`config.mk`:
```
export PLATFORM = sky130hd
export DESIGN_NAME = arith_writeback_stage
export DESIGN_NICKNAME = d
export VERILOG_FILES = /design/src/rtl/arith_writeback_stage.sv
export SDC_FILE = /design/constraint.sdc
export NUM_CORES = 1
export LEC_CHECK = 0
export ABC_AREA = 1
export BUFFER_PORTS_ARGS = -buffer_cell sky130_fd_sc_hd__buf_2
export CAP_MARGIN = 20
export CORE_ASPECT_RATIO = 1.1
export CORE_UTILIZATION = 25
export DETAILED_ROUTE_END_ITERATION = 8
export GPL_TIMING_DRIVEN = 0
export HOLD_SLACK_MARGIN = 0.15
export PLACE_DENSITY_LB_ADDON = 0.12
export SYNTH_ARGS = -nofsm -noshare
export SYNTH_HDL_FRONTEND = slang
export SYNTH_SLANG_ARGS = --single-unit
export TNS_END_PERCENT = 30
```
`constraint.sdc`:
```
create_clock -name clk -period 5.1 [get_ports clk]
set_clock_uncertainty 0.05 [all_clocks]
set_input_delay 1.275 -clock clk [delete_from_list [all_inputs] [get_ports clk]]
set_output_delay 1.275 -clock clk [all_outputs]
set_load 0.05 [all_outputs]
```
`src/rtl/arith_writeback_stage.sv`:
```
// Writeback stage behind the arithmetic unit: a 2-entry in-order result queue
// that drains into the register-file write port and maintains the {Z,N,C,V} flags.
module arith_writeback_stage #(
  parameter int WORD_SIZE  = 19,
  parameter int REG_ADDR_W = 3,
  parameter int NUM_REGS   = 8
) (
  input  logic                  clk,
  input  logic                  rst,
  input  logic                  ex_valid,
  output logic                  ex_ready,
  input  logic [WORD_SIZE-1:0]  ex_result,
  input  logic [REG_ADDR_W-1:0] ex_dest,
  input  logic                  ex_wr_en,
  input  logic                  ex_flag_en,
  input  logic                  ex_carry,
  input  logic                  ex_ovf,
  output logic                  rf_wr_valid,
  input  logic                  rf_wr_ready,
  output logic [REG_ADDR_W-1:0] rf_wr_addr,
  output logic [WORD_SIZE-1:0]  rf_wr_data,
  output logic [3:0]            flags,
  output logic [NUM_REGS-1:0]   pending,
  output logic [1:0]            occupancy
);

  // Both ports use valid/ready: a transfer happens on a rising edge where
  // valid && ready; once valid is raised its payload holds until that edge.

  logic [WORD_SIZE-1:0]  result_q [2];
  logic [REG_ADDR_W-1:0] dest_q   [2];
  logic [1:0]            wr_en_q, flag_en_q, carry_q, ovf_q;

  logic       rd_ptr_q, rd_ptr_d;
  logic       wr_ptr_q, wr_ptr_d;
  logic [1:0] occ_q, occ_d;
  logic [3:0] flags_q, flags_d;

  logic accept, head_valid, head_wr_en, retire;

  // ex_ready looks only at occupancy, never at rf_wr_ready.
  assign ex_ready   = !rst && (occ_q < 2'd2);
  assign accept     = ex_valid && ex_ready;
  assign head_valid = !rst && (occ_q != 2'd0);
  assign head_wr_en = wr_en_q[rd_ptr_q];
  assign retire     = head_valid && (!head_wr_en || rf_wr_ready);

  always_comb begin
    occ_d    = occ_q;
    rd_ptr_d = rd_ptr_q ^ retire;
    wr_ptr_d = wr_ptr_q ^ accept;
    flags_d  = flags_q;
    case ({accept, retire})
      2'b10:   occ_d = occ_q + 2'd1;
      2'b01:   occ_d = occ_q - 2'd1;
      default: occ_d = occ_q;
    endcase
    if (retire && flag_en_q[rd_ptr_q]) begin
      flags_d = {(result_q[rd_ptr_q] == '0), result_q[rd_ptr_q][WORD_SIZE-1],
                 carry_q[rd_ptr_q], ovf_q[rd_ptr_q]};
    end
  end

  always_ff @(posedge clk) begin
    if (rst) begin
      occ_q    <= 2'd0;
      rd_ptr_q <= 1'b0;
      wr_ptr_q <= 1'b0;
      flags_q  <= 4'b0000;
    end else begin
      occ_q    <= occ_d;
      rd_ptr_q <= rd_ptr_d;
      wr_ptr_q <= wr_ptr_d;
      flags_q  <= flags_d;
    end
  end

  // Payload needs no reset: occupancy alone decides which slots are live.
  always_ff @(posedge clk) begin
    if (accept) begin
      result_q[wr_ptr_q]  <= ex_result;
      dest_q[wr_ptr_q]    <= ex_dest;
      wr_en_q[wr_ptr_q]   <= ex_wr_en;
      flag_en_q[wr_ptr_q] <= ex_flag_en;
      carry_q[wr_ptr_q]   <= ex_carry;
      ovf_q[wr_ptr_q]     <= ex_ovf;
    end
  end

  always_comb begin
    rf_wr_valid = head_valid && head_wr_en;
    rf_wr_addr  = '0;
    rf_wr_data  = '0;
    if (rf_wr_valid) begin
      rf_wr_addr = dest_q[rd_ptr_q];
      rf_wr_data = result_q[rd_ptr_q];
    end
  end

  // A slot is live when the queue is full, or it is the head of a 1-entry queue.
  always_comb begin
    pending = '0;
    for (int i = 0; i < 2; i++) begin
      if (((occ_q == 2'd2) || ((occ_q == 2'd1) && (rd_ptr_q == i[0]))) && wr_en_q[i]) begin
        pending[dest_q[i]] = 1'b1;
      end
    end
  end

  assign flags     = flags_q;
  assign occupancy = occ_q;

endmodule

```
[Yosys cells after proc, flatten, opt, wreduce, memory -nomap -nowiden]
Memory sizes are Yosys's and may differ from the RTL's. A register that Yosys moved wholly into a read port is not among the register bits.
Cells that the tools add are included.
Operators by class
  divide/modulo/power cells: 0
  reductions and logical operators: 21
  multipliers: 0
  eq/ne operators: 4
  order comparisons: 8
  muxes and demuxes: 27
  bitwise operators: 4
  shift-type cells: 0
  add/subtract/negate cells: 2
Operator list (number)
  logical NOT 19 bit: 1
  two-way mux 19 bit: 1
  two-way mux 8 bit: 2
  two-way mux 1 bit: 15
  logical AND 1 bit: 13
  bitwise mux 2 bit: 4
  less-than comparator 3 x 4 -> 1 bit, second input constant: 2
  OR 8 bit: 1
  demux 1 bit (select 3 bit): 2
  >= comparator 3 x 1 -> 1 bit, second input constant: 2
  == test 2 x 1 -> 1 bit, second input constant: 2
  == test 2 bit, second input constant: 2
  less-than comparator 1 x 2 -> 1 bit, second input constant: 2
  one-hot mux 2 bit (2 select lines): 1
  nonzero test 2 bit: 2
  logical OR 1 bit: 3
  two-way mux 3 bit: 1
  adder 2 x 1 -> 2 bit, second input constant: 1
  logical NOT 1 bit: 2
  less-than comparator 2 bit, second input constant: 1
  subtractor 2 x 1 -> 2 bit, second input constant: 1
  XOR 1 bit: 2
  demux 1 bit (select 1 bit): 1
  >= comparator 1 bit, second input constant: 1
  NOT 1 bit: 1
Storage, ports and cells
  ROM bits: 0
  memory bits (writable): 44
  bits in latches: 0
  bits of input ports: 30
  logic and storage cells: 76
  register bits after elaboration: 16
  output and inout bits: 38
  memories: 2
Memories
  result_q: words 2, bits a word 19, read ports 1, clocked after memory_dff 1, write ports 1, line 30  | logic [WORD_SIZE-1:0] result_q [2];
  dest_q: words 2, bits a word 3, read ports 3, clocked after memory_dff 1, write ports 1, line 31  | logic [REG_ADDR_W-1:0] dest_q [2];

[Longest topological paths before layout]
Gate-level depths: netlist of the first run.
  depth in word-level cells: 7
  depth in mapped cells: 10
  mapped depth without buffers: 9

[Least setup slack after synthesis of the first run]
No wires, ideal clock.
  kind: input -> output
  from: in rst
  to: out rf_wr_addr[0]
  stages: 4
  path buffers: 1
  required time: 3.775 ns
  arrival: 2.916 ns
  slack: 0.859 ns
  cell sequence: buf_2 > nor2_1 > nand2_1 > a211oi_1
On the way
  longest elaborated chain between the ends: 4
RTL lines
  start, declared: line 9  | input logic rst,
  logical NOT 1 bit: line 44  | assign head_valid = !rst && (occ_q != 2'd0);
  logical AND 1 bit: line 44
  logical AND 1 bit: line 91  | rf_wr_valid = head_valid && head_wr_en;
  two-way mux 3 bit: line 94  | if (rf_wr_valid) begin
  end, declared: line 20  | output logic [REG_ADDR_W-1:0] rf_wr_addr,
Every way passes these cells.

[Final worst setup path of the first run]
  from: in rst
  to: out rf_wr_data[8]
On the way
  longest elaborated chain between the ends: 4
RTL lines
  logical NOT 1 bit: line 44
  logical AND 1 bit: line 44
  logical AND 1 bit: line 91
  two-way mux 19 bit: line 94
  end, declared: line 21  | output logic [WORD_SIZE-1:0] rf_wr_data,
Every way passes these cells.

==> summary.md, run 1 <==
| Metric | Value |
|---|---|
| Critical Path End Type | primary output |
| Family with the most delay on the worst path | buffers and inverters |
| CP max FO | 10 |
| Multi-input logic area | 811 sq um |
| Final Setup Violations | 0 |
| Pwr dens | between 400 and 500 mW/mm^2 |
| Antenna violations before repair | 0 |
| Sw Share | 0.350 |
| Postcts setup bufs | 0 |
| Antenna viol nets, final | 0 |
| Final GP Congestion | 0.782 |
| Outcome | completed |
| Sequential fraction of the synthesis area | 0.639 |
| Routed length on met1 | approximately 2.7 mm |
| Final critical-path share of the clock period | 0.775 |
| Worst-path clk slew | around 50 ps |
| Minimum clock period | a little under 4000 ps |
| CP cell instances | buf_2 -> nor2_1 -> nand2_1 -> buf_2 -> a21oi_1 -> buf_2 |
| Hold Buf Count CTS | 0 |
| Worst path buffer plus inverter count | 3 |
| Mux contribution to synthesized area | 0 |
| Core area | roughly 0.010 sq mm |
| Post-Synth XOR/XNOR Area | 0.00650 |
| Clock insertion delay at the later pin of the skew report | roughly 310 ps |
| Num CTS Buffers | 9 |
| Layout area overhead | 30.0% |
| CTS Sinks | 60 |
| WL met2 | roughly 3.1 mm |
| Synth cell types | 21 |
| Combinational share of power | 0.310 |
| Simple-Gate Fraction of Synth Area | 0.190 |
| Die area | 0.0112 sq mm |
| Internal power | 0.00111 W |
| N_diodes | 0 |
| Maximum root-to-sink buffer count | 2 |
| Kind of critical path | in2out |
| Worst-margin pin slew | approximately 740 ps |
| Met3 Wirelength | between 300 and 400 um |
| TritonCTS clock tree | built |
| Slowest cell on crit path | buf_2 |
| Top cell type's share of synthesized area | 0.579 |
| DR top layer | met4 |
| Adder-Cell Fraction of Synth Area | 0.0279 |
| Sequential group share of total power | 0.354 |
| Total wire length | roughly 6.3 mm |
| FF/Latch Area | approximately 0.0017 sq mm |
| Synth Area in Compound Gates | 0.0743 |
| Chip width | just over 100 um |
| Synthesized flop and latch total | 60 |
| Ports | 68 |
| Fin. Hold Viols | 0 |
| Max Fclk | roughly 0.25 GHz |
| Pleak | about 1.5 nW |
| Total number of vias | roughly 2k |
| Row count | 39 |
| Syn Std Cell Area | between 0.002 and 0.003 sq mm |
| Starting Density | 0.258 |
| R2r setup slk | 3330 ps |
| Most common cell after layout, fill and taps aside | nand2_1 |
| Hold Path Class | reg2reg |
| CTS resizes | 0 |
| Largest net degree at the start of global routing | 27 |
| CP peak stage delay | ~290 ps |
| Unrepaired setup endpoints after global routing | false |
| Most used cell, CP | buf_2 |
| Final slew viol count | 0 |
| H-tree depth | 3 |
| Iteration-0 DRC Markers | 38 |
| Req. time, crit path | roughly 3800 ps |
| Mapped Cells | ~270 |
| Via-to-Cell Ratio | between 4 and 5 |
| Syn Area/Cell | between 10 and 15 sq um |
| Maximum VDD drop | ~0.0002 V |
| Clock power frac | 0.336 |
| Syn_nets | between 300 and 400 |
| CP arrival | ~2600 ps |
| Congestion Overflow GR | 0 |
| Total power | between 0.0015 and 0.002 W |
| Hpwl dp | 4.46 mm |
| Largest family of logic cells by synthesized area | simple AND/OR/NAND/NOR gates |
| Final nets | 380 |
| Number of fillers in the final layout | between 1k and 1.5k |
| Clk root buf | clkbuf_16 |
| Startpoint Class | input pin |
| Max-slew headroom | 0.506 |
| Pre-antenna DRT Iters | 4 |
| WL/cell | between 10 and 15 um |
| Most frequent cells in the layout | nand2_1 (84), buf_2 (69), edfxtp_1 (52), nor2_1 (28) |
| Dominant cells by area after synthesis | edfxtp_1 (58%), nand2_1 (12%), dfxtp_1 (5.9%), a21oi_1 (4.3%), nor2_1 (3.9%) |
| GRT Overall Usage | 0.125 |
| Post-Place Cell Area | between 0.003 and 0.004 sq mm |
| First-pass GRT wire length | roughly 10 mm |
| Max Cap Viol | 0 |
| Port Buffers | 66 |
| Setup_tns | 0 ps |
| P_sw | between 0.0005 and 0.0006 W |
| Yosys top cell by area | edfxtp_1 |
| Layout cells sized above 1 | 0.281 |
| Post-route cell area | between 0.003 and 0.004 sq mm |
| Die H | between 100 and 150 um |
| Drc violations | 0 |
| Synth Warn # | 0 |
| Number of global-route vias before repair | roughly 2.0k |
synth_stat cells (all sizes together):
| cell | n |
|---|---|
| nand2 | 88 |
| edfxtp | 52 |
| nor2 | 28 |
| a21oi | 25 |
| inv | 24 |
| o21ai | 12 |
| nand3 | 10 |
| buf | 9 |
| dfxtp | 8 |
| ha | 6 |
| xor2 | 2 |
| a211oi | 1 |
| and2 | 1 |
| or2 | 1 |
worst reg2reg max path, delay by kind of cell, from the launching register on:
kind,cells,cell delay (ps)
adders and majority gates,1,660
DFF,1,330
buffers and inverters,1,90
and+or+nand+nor,2,240
cells by family after synthesis:
kind of cell    Yosys count
xor+xnor                  2
flops                    60
buf+inv                  33
compound gates           38
fa+ha+maj                 6
simple gates            128
final timing paths:
| check | from | end | cells after the start |
|---|---|---|---|
| worst min-delay path | flags[2]$_SDFFE_PP0P_ | flags[2]$_SDFFE_PP0P_ | 2 |
| worst max-delay path | rst | rf_wr_data[8] | 6 |
| worst max register to register | occupancy[1]$_SDFFE_PP0P_ | dest_q[0][0]$_DFFE_PP_ | 4 |
| worst min register to register | flags[2]$_SDFFE_PP0P_ | flags[2]$_SDFFE_PP0P_ | 2 |
per-layer routing:
metal | GRT usage | vias up
li1 | - | 1037
met1 | 0.145 | 909
met2 | 0.212 | 52
met3 | 0.0340 | 8
met4 | 0.0609 | 0
met5 | 0 | -
through the flow:
stage | setup WS [ps] | util | cells | hold slack, ps
3_3_place_gp | 1100 | 0.307 | 476 | 409
3_5_place_dp | 1100 | 0.307 | 476 | 414
4_1_cts | 1090 | 0.335 | 492 | 422
5_1_grt | 977 | 0.335 | 492 | 451
6_report | 1150 | 0.335 | 492 | 418
2_1_floorplan | 859 | - | 267 | 485
power by group through the flow:
stage          Sequential [W]  Combinational [W]  Clock (W)
2_1_floorplan        0.000647           0.000372          0
3_3_place_gp         0.000617           0.000541          0
3_5_place_dp         0.000616           0.000544          0
4_1_cts              0.000606           0.000545   0.000592
5_1_grt              0.000610           0.000598   0.000616
6_report             0.000605           0.000531   0.000574
state kept, by name, indices dropped and copies added (netlist names):
signal / flops
rd_ptr_q: 1
occupancy: 2
wr_en_q: 2
carry_q: 2
dest_q: 6
result_q: 38
ovf_q: 2
wr_ptr_q: 1
flag_en_q: 2
flags: 4
layout make-up:
type | instances | share of cell area
plain buffers | 9 | 0.0214
inverters | 24 | 0.0264
flip-flops and latches | 60 | 0.491
well taps | 143 | 0.0511
clock buffers | 15 | 0.0825
multi-input cells | 174 | 0.231
repair buffers | 66 | 0.0943
clock inverters | 1 | 0.00143
Note: power is estimated with default switching activity, not from simulation.
==> inputs of run 2 (changes only) <==
- ABC_AREA: 1 -> 0
- clock period: 5.1 -> 3.5 ns (I/O delays scaled with it)
==> summary.md, run 2 <==
| Metric | Value |
|---|---|
| Family with the most delay on the worst path | buffers and inverters |
| Non-Filler Instances | 412 |
| P_sw | roughly 0.00081 W |
| Number of global-route vias before repair | 1815 |
| Most frequent cell after synthesis | edfxtp_1 |
| Synth Area in Compound Gates | 0.0474 |
| WP depth | 6 |
| Primary FF master, synth | edfxtp_1 |
| Worst Reg-to-Reg Cells | 5 |
| Synthesized flop and latch total | 60 |
| WL/cell | 14.6 um |
| Kind of critical path | in2out |
| Die area | ~0.011 sq mm |
| Worst-path clk slew | 70 ps |
| CP cell instances | clkbuf_1 -> nor2_1 -> nand2b_1 -> buf_2 -> nor2_1 -> buf_2 |
| CTS resizes | 0 |
| Asr flop ratio synth | 0 |
| Slowest cell on crit path | buf_2 |
| TritonCTS clock tree | built |
| Syn Std Cell Area | 0.00261 sq mm |
| Worst hold slack | around 420 ps |
| H-tree depth | 3 |
| Hold Buf Count CTS | 0 |
| Terminus of the critical flop-to-flop path | result_q[1][8]$_DFFE_PP_ |
| Top reg by flops | result_q |
| Worst-margin pin slew | approximately 720 ps |
| Pre-antenna DRT Iters | 4 |
| Unrepaired setup endpoints after global routing | false |
| Top cell type's share of synthesized area | 0.598 |
| Maximum root-to-sink buffer count | 2 |
| Sw Share | 0.377 |
| Largest net degree at the start of global routing | 17 |
| Most common cell after layout, fill and taps aside | buf_2 |
| Chip width | approximately 99 um |
| Post-synth EDFFs | 52 |
| CTS Sinks | 60 |
| First-pass GRT wire length | about 9.3 mm |
| Post-route cell area | around 0.0033 sq mm |
| Startpoint Class | input pin |
| Max Fclk | between 0.3 and 0.4 GHz |
| Pleak | approximately 1.3 nW |
| Total wire length | between 6 and 7 mm |
| GRT Overall Usage | 0.120 |
| Drc violations | 0 |
| Dominant cells by area after synthesis | edfxtp_1 (60%), mux2i_1 (9.6%), dfxtp_1 (6.1%), nor2_1 (4.6%), ha_1 (2.9%) |
| Starting Density | 0.260 |
| Layout area overhead | 27.4% |
| Req. time, crit path | about 2600 ps |
| Outcome | completed |
| Minimum clock period | between 3000 and 4000 ps |
| Clock insertion delay at the later pin of the skew report | 330 ps |
| Number of fillers in the final layout | 1004 |
| Simple-Gate Fraction of Synth Area | 0.117 |
| Pwr dens | between 600 and 700 mW/mm^2 |
| Syn Area/Cell | 13.8 sq um |
| Die H | 109 um |
| Congestion Overflow GR | 0 |
| CP arrival | roughly 2300 ps |
| Critical Path End Type | primary output |
| # placed instances | approximately 400 |
| Worst path buffer plus inverter count | 3 |
| Antenna violations before repair | 0 |
| Total number of vias | around 1.8k |
| Reg2Reg Launch Point | occupancy[1]$_SDFFE_PP0P_ |
| Fin. Hold Viols | 0 |
| Row count | 38 |
| Synth cell types | 35 |
| Mux contribution to synthesized area | 0.109 |
| Critical path endpoint | rf_wr_data[14] |
| Final Setup Violations | 0 |
| Adder-Cell Fraction of Synth Area | 0.0287 |
| Combinational share of power | 0.349 |
| CP Launch Point | rst |
| Clock power frac | 0.235 |
| Clk root buf | clkbuf_8 |
| Largest family of logic cells by synthesized area | simple AND/OR/NAND/NOR gates |
| R2r setup slk | ~1600 ps |
| Syn_nets | roughly 230 |
| Iteration-0 DRC Markers | between 60 and 70 |
| Most frequent cells after synthesis | edfxtp_1 (52), nor2_1 (32), mux2i_1 (25) |
| Max-slew headroom | 0.517 |
| Antenna viol nets, final | 0 |
| Ports | slightly below 70 |
| Post-Synth XOR/XNOR Area | 0.0101 |
| Most frequent cells in the layout | buf_2 (70), edfxtp_1 (52), nor2_1 (32), mux2i_1 (25), clkbuf_8 (9) |
| Via-to-Cell Ratio | 4.30 |
| Post-Place Cell Area | between 0.003 and 0.004 sq mm |
| Sequential group share of total power | 0.416 |
| Final GP Congestion | between 0.6 and 0.7 |
| Hpwl dp | between 4 and 5 mm |
| Layout cells sized above 1 | 0.342 |
| N_diodes | 0 |
| Maximum VDD drop | 0.000203 V |
| Max Cap Viol | 0 |
| Largest register FFs | 38 |
| Sequential fraction of the synthesis area | 0.659 |
| Port Buffers | between 60 and 70 |
| Synth Warn # | 0 |
| CP peak stage delay | approximately 290 ps |
| Final slew viol count | 0 |
| Mapped Cells | about 190 |
| WHS Path Cells | 2 |
| Yosys top cell by area | edfxtp_1 |
| Final nets | 304 |
| Internal power | between 0.001 and 0.0015 W |
| Final critical-path share of the clock period | 0.920 |
| Hold Path Class | reg2reg |
| Core area | 0.0100 sq mm |
| Total power | roughly 0.0021 W |
| Num CTS Buffers | 9 |
| Postcts setup bufs | 0 |
| CP max FO | 10 |
| Setup_tns | 0 ps |
[run 2: changes by cell type after synthesis, moves of 6 or more]
cell     delta
inv_1      -17
o21ai_0    -10
o22ai_1     +6
nand2_1    -79
mux2i_1    +25
a21oi_1    -21
[run 2: worst register-to-register path, stage by stage (launching register included)]
cell	delay [ps]
dfxtp_1	340
nor2_1	140
nand2_1	120
inv_1	100
ha_1	620
buf_16	240
[run 2: kinds of logic (layout without fill, tap and decap cells)]
| group | Yosys count | after routing |
|---|---|---|
| buf+inv | 14 | 97 |
| simple gates | 61 | 61 |
| mux | 28 | 28 |
| fa+ha+maj | 6 | 6 |
| flops | 60 | 60 |
| xor+xnor | 3 | 3 |
| compound gates | 17 | 17 |
[run 2: worst min path at each step]
stage	slack, ps	startpoint	end
global placement	400	flags[2]$_SDFFE_PP0P_	flags[2]$_SDFFE_PP0P_
floorplan	480	wr_ptr_q$_SDFF_PP0_	wr_ptr_q$_SDFF_PP0_
detailed placement	400	flags[2]$_SDFFE_PP0P_	flags[2]$_SDFFE_PP0P_
finish	420	flags[2]$_SDFFE_PP0P_	flags[2]$_SDFFE_PP0P_
CTS	410	flags[2]$_SDFFE_PP0P_	flags[2]$_SDFFE_PP0P_
global route	480	flags[2]$_SDFFE_PP0P_	flags[2]$_SDFFE_PP0P_
[run 2: cell type report]
cell class	count	area, sq um	area share
Sequential cell	60	1720	0.517
Clock inverter	6	32.5	0.00977
Clock buffer	9	124	0.0372
Multi-Input combinational cell	115	815	0.245
Inverter	7	26.3	0.00789
Buffer	7	50.0	0.0150
Tap cell	140	175	0.0526
Timing Repair Buffer	68	385	0.116
[run 2: metal layers]
| metal | part of all wire | global-route usage | vias to the layer above |
|---|---|---|---|
| li1 | - | - | 856 |
| met1 | 0.42 | 0.138 | 841 |
| met2 | 0.49 | 0.202 | 64 |
| met3 | 0.062 | 0.0404 | 12 |
| met4 | 0.021 | 0.0599 | 0 |
| met5 | 0 | 0 | - |
[run 2: power groups by stage]
stage,Sequential (W),Clock (W),Combinational (W)
floorplan,0.000953,0,0.000519
global placement,0.000911,0,0.000746
detailed placement,0.000910,0,0.000763
CTS,0.000895,0.000530,0.000767
global route,0.000902,0.000557,0.000814
finish,0.000894,0.000505,0.000750
[run 2: stage by stage]
| step | util | worst slack (ps) |
|---|---|---|
| 3_3_place_gp | 0.311 | 167 |
| 4_1_cts | 0.332 | 181 |
| 2_1_floorplan | - | 130 |
| 3_5_place_dp | 0.316 | 188 |
| 5_1_grt | 0.332 | 44.8 |
| 6_report | 0.332 | 281 |
==> inputs of run 3 (changes only) <==
- BUFFER_PORTS_ARGS: -buffer_cell sky130_fd_sc_hd__buf_2 -> not set
- DONT_BUFFER_PORTS: not set -> 1
==> summary.md, run 3 (synthesized netlist as in run 2, its figures left out) <==
| Metric | Value |
|---|---|
| Unrepaired setup endpoints after global routing | true |
| H-tree depth | 3 |
| WL/cell | 17.7 um |
| Drc violations | 0 |
| Largest net degree at the start of global routing | 16 |
| Max Cap Viol | 0 |
| Met2 Use GR | 0.205 |
| CTS Sinks | 60 |
| Fin. Hold Viols | 0 |
| Terminus of the critical flop-to-flop path | dest_q[1][1]$_DFFE_PP_ |
| Worst Reg-to-Reg Cells | 5 |
| TritonCTS clock tree | built |
| Kind of critical path | reg2out |
| Startpoint Class | flop |
| Postcts setup bufs | 0 |
| Ports | between 60 and 70 |
| N_diodes | 0 |
| Worst path buffer plus inverter count | 0 |
| WHS Path Cells | 3 |
| Pre-CTS WS | -132 ps |
| Most common cell after layout, fill and taps aside | edfxtp_1 |
| Outcome | completed |
| Most frequent cells in the layout | edfxtp_1 (52), mux2i_1 (25), nor2_4 (19), nor2_1 (12), clkbuf_8 (9) |
| Final GP Congestion | a little under 0.7 |
| Maximum VDD drop | 0.000245 V |
| Port Buffers | 0 |
| CP max FO | 4 |
| Final nets | roughly 240 |
| Minimum clock period | roughly 3400 ps |
| Worst-path clk slew | 70 ps |
| R2r setup slk | between 700 and 800 ps |
| Slowest cell on crit path | o22ai_1 |
| Iteration-0 DRC Markers | 29 |
| Antenna violations before repair | 0 |
| Chip width | between 90 and 100 um |
| CP peak stage delay | about 850 ps |
| Final Setup Violations | 0 |
| Die area | about 0.011 sq mm |
| Maximum root-to-sink buffer count | 2 |
| Total number of vias | approximately 1.6k |
| Setup_tns | 0 ps |
| Max-slew headroom | 0.285 |
| Grt peak-use layer | met2 |
| Worst-margin pin slew | 1090 ps |
| Pre-antenna DRT Iters | 4 |
| CP cell instances | ha_1 -> a21oi_1 -> or3b_1 -> o22ai_1 |
| Total power | around 0.0022 W |
| Hpwl dp | between 4 and 5 mm |
| GRT Overall Usage | 0.125 |
| Final critical-path share of the clock period | 0.965 |
| Total wire length | between 6 and 7 mm |
| Num CTS Buffers | 9 |
| Reg2Reg Launch Point | occupancy[1]$_SDFFE_PP0P_ |
| Pleak | just under 1 nW |
| Clk root buf | clkbuf_8 |
| Family with the most delay on the worst path | compound AO/OA/AOI/OAI gates |
| Max Fclk | around 0.30 GHz |
| Req. time, crit path | 2570 ps |
| GRT met3 Usage | 0.0673 |
| Pwr dens | between 600 and 700 mW/mm^2 |
| Via-to-Cell Ratio | between 4 and 5 |
| Global Route met1 Usage | 0.130 |
| Top reg by flops | result_q |
| Row count | 38 |
| Final setup margin | about 120 ps |
| Starting Density | 0.260 |
| Largest register FFs | 38 |
| Die H | 109 um |
| Layout cells sized above 1 | 0.243 |
| Hold path start | wr_ptr_q$_SDFF_PP0_ |
| Clock insertion delay at the later pin of the skew report | 340 ps |
| Layout area overhead | 21.2% |
| Congestion Overflow GR | 0 |
| Critical Path End Type | primary output |
| First-pass GRT wire length | ~9.5 mm |
| Antenna viol nets, final | 0 |
| Hold Path Class | reg2reg |
| CP arrival | around 2500 ps |
| Core area | 0.0100 sq mm |
| Number of global-route vias before repair | around 1.7k |
| Hold Path End | wr_ptr_q$_SDFF_PP0_ |
| Final slew viol count | 0 |
| Worst hold slack | approximately 510 ps |
run 3: changes by cell type in the layout (fill, tap and decap cells not counted):
cell | before | now
clkinv_1 | 2 | 3
o32ai_2 | 0 | 2
clkinvlp_4 | 2 | 1
buf_2 | 70 | 2
nor2_4 | 0 | 19
nor2_2 | 0 | 1
clkinv_2 | 2 | 1
dfxtp_2 | 0 | 2
dfxtp_1 | 8 | 6
o32ai_1 | 2 | 0
nor2_1 | 32 | 12
clkinv_4 | 0 | 1
clkbuf_4 | 0 | 2
run 3: worst max-delay path by stage:
stage,slack (ps),cells past startpoint,end,startpoint
6_report,120,4,pending[2],occupancy[1]$_SDFFE_PP0P_
5_1_grt,-40,4,pending[6],occupancy[1]$_SDFFE_PP0P_
4_1_cts,50,5,rf_wr_valid,rst
3_5_place_dp,-130,5,rf_wr_data[14],rst
3_3_place_gp,-420,5,result_q[0][11]$_DFFE_PP_,rst
2_1_floorplan,130,4,pending[0],occupancy[0]$_SDFFE_PP0P_
run 3: final cells by class:
type	count	area (sq um)
Multi-Input combinational cell	115	975
Tap cell	140	175
Fill cell	1014	6870
Clock inverter	6	32.5
Buffer	7	55.1
Sequential cell	60	1720
Inverter	7	26.3
Timing Repair Buffer	2	55.1
Clock buffer	9	124
run 3: worst register-to-register path: cells and delay by family, from the launching register on:
| kind | cells | cell delay, ps |
|---|---|---|
| AND/OR/NAND/NOR | 2 | 970 |
| flip-flops | 1 | 420 |
| buffers and inverters | 2 | 370 |
| adder cells (fa/ha/maj) | 1 | 670 |
run 3: through the flow:
step	util	std cells	area, sq um
after floorplan	-	189	2610
after global placement	0.278	329	2790
after detailed placement	0.285	331	2860
after CTS	0.315	346	3160
after global routing	0.316	346	3170
final	0.316	346	3170
run 3: what timing repair did:
item / 4_1_cts / 5_1_grt
pin swaps: 0 / 0
hold buffers: 0 / 0
gates resized for setup: 40 / 3
setup endpoints to repair: 27 / 23
run 3: report_power, final:
part / leakage, nW / switching (W) / internal [W]
registers: 0.542 / 0.0000949 / 0.000857
clock network: 0.0776 / 0.000264 / 0.000245
logic: 0.351 / 0.000499 / 0.000212
run 3: routing by layer:
metal	part of all wire	vias to the layer above	wire length (um)
met1	0.39	761	2370
met5	0	-	0
met2	0.50	48	3040
li1	-	735	-
met4	0.017	0	107
met3	0.10	9	615
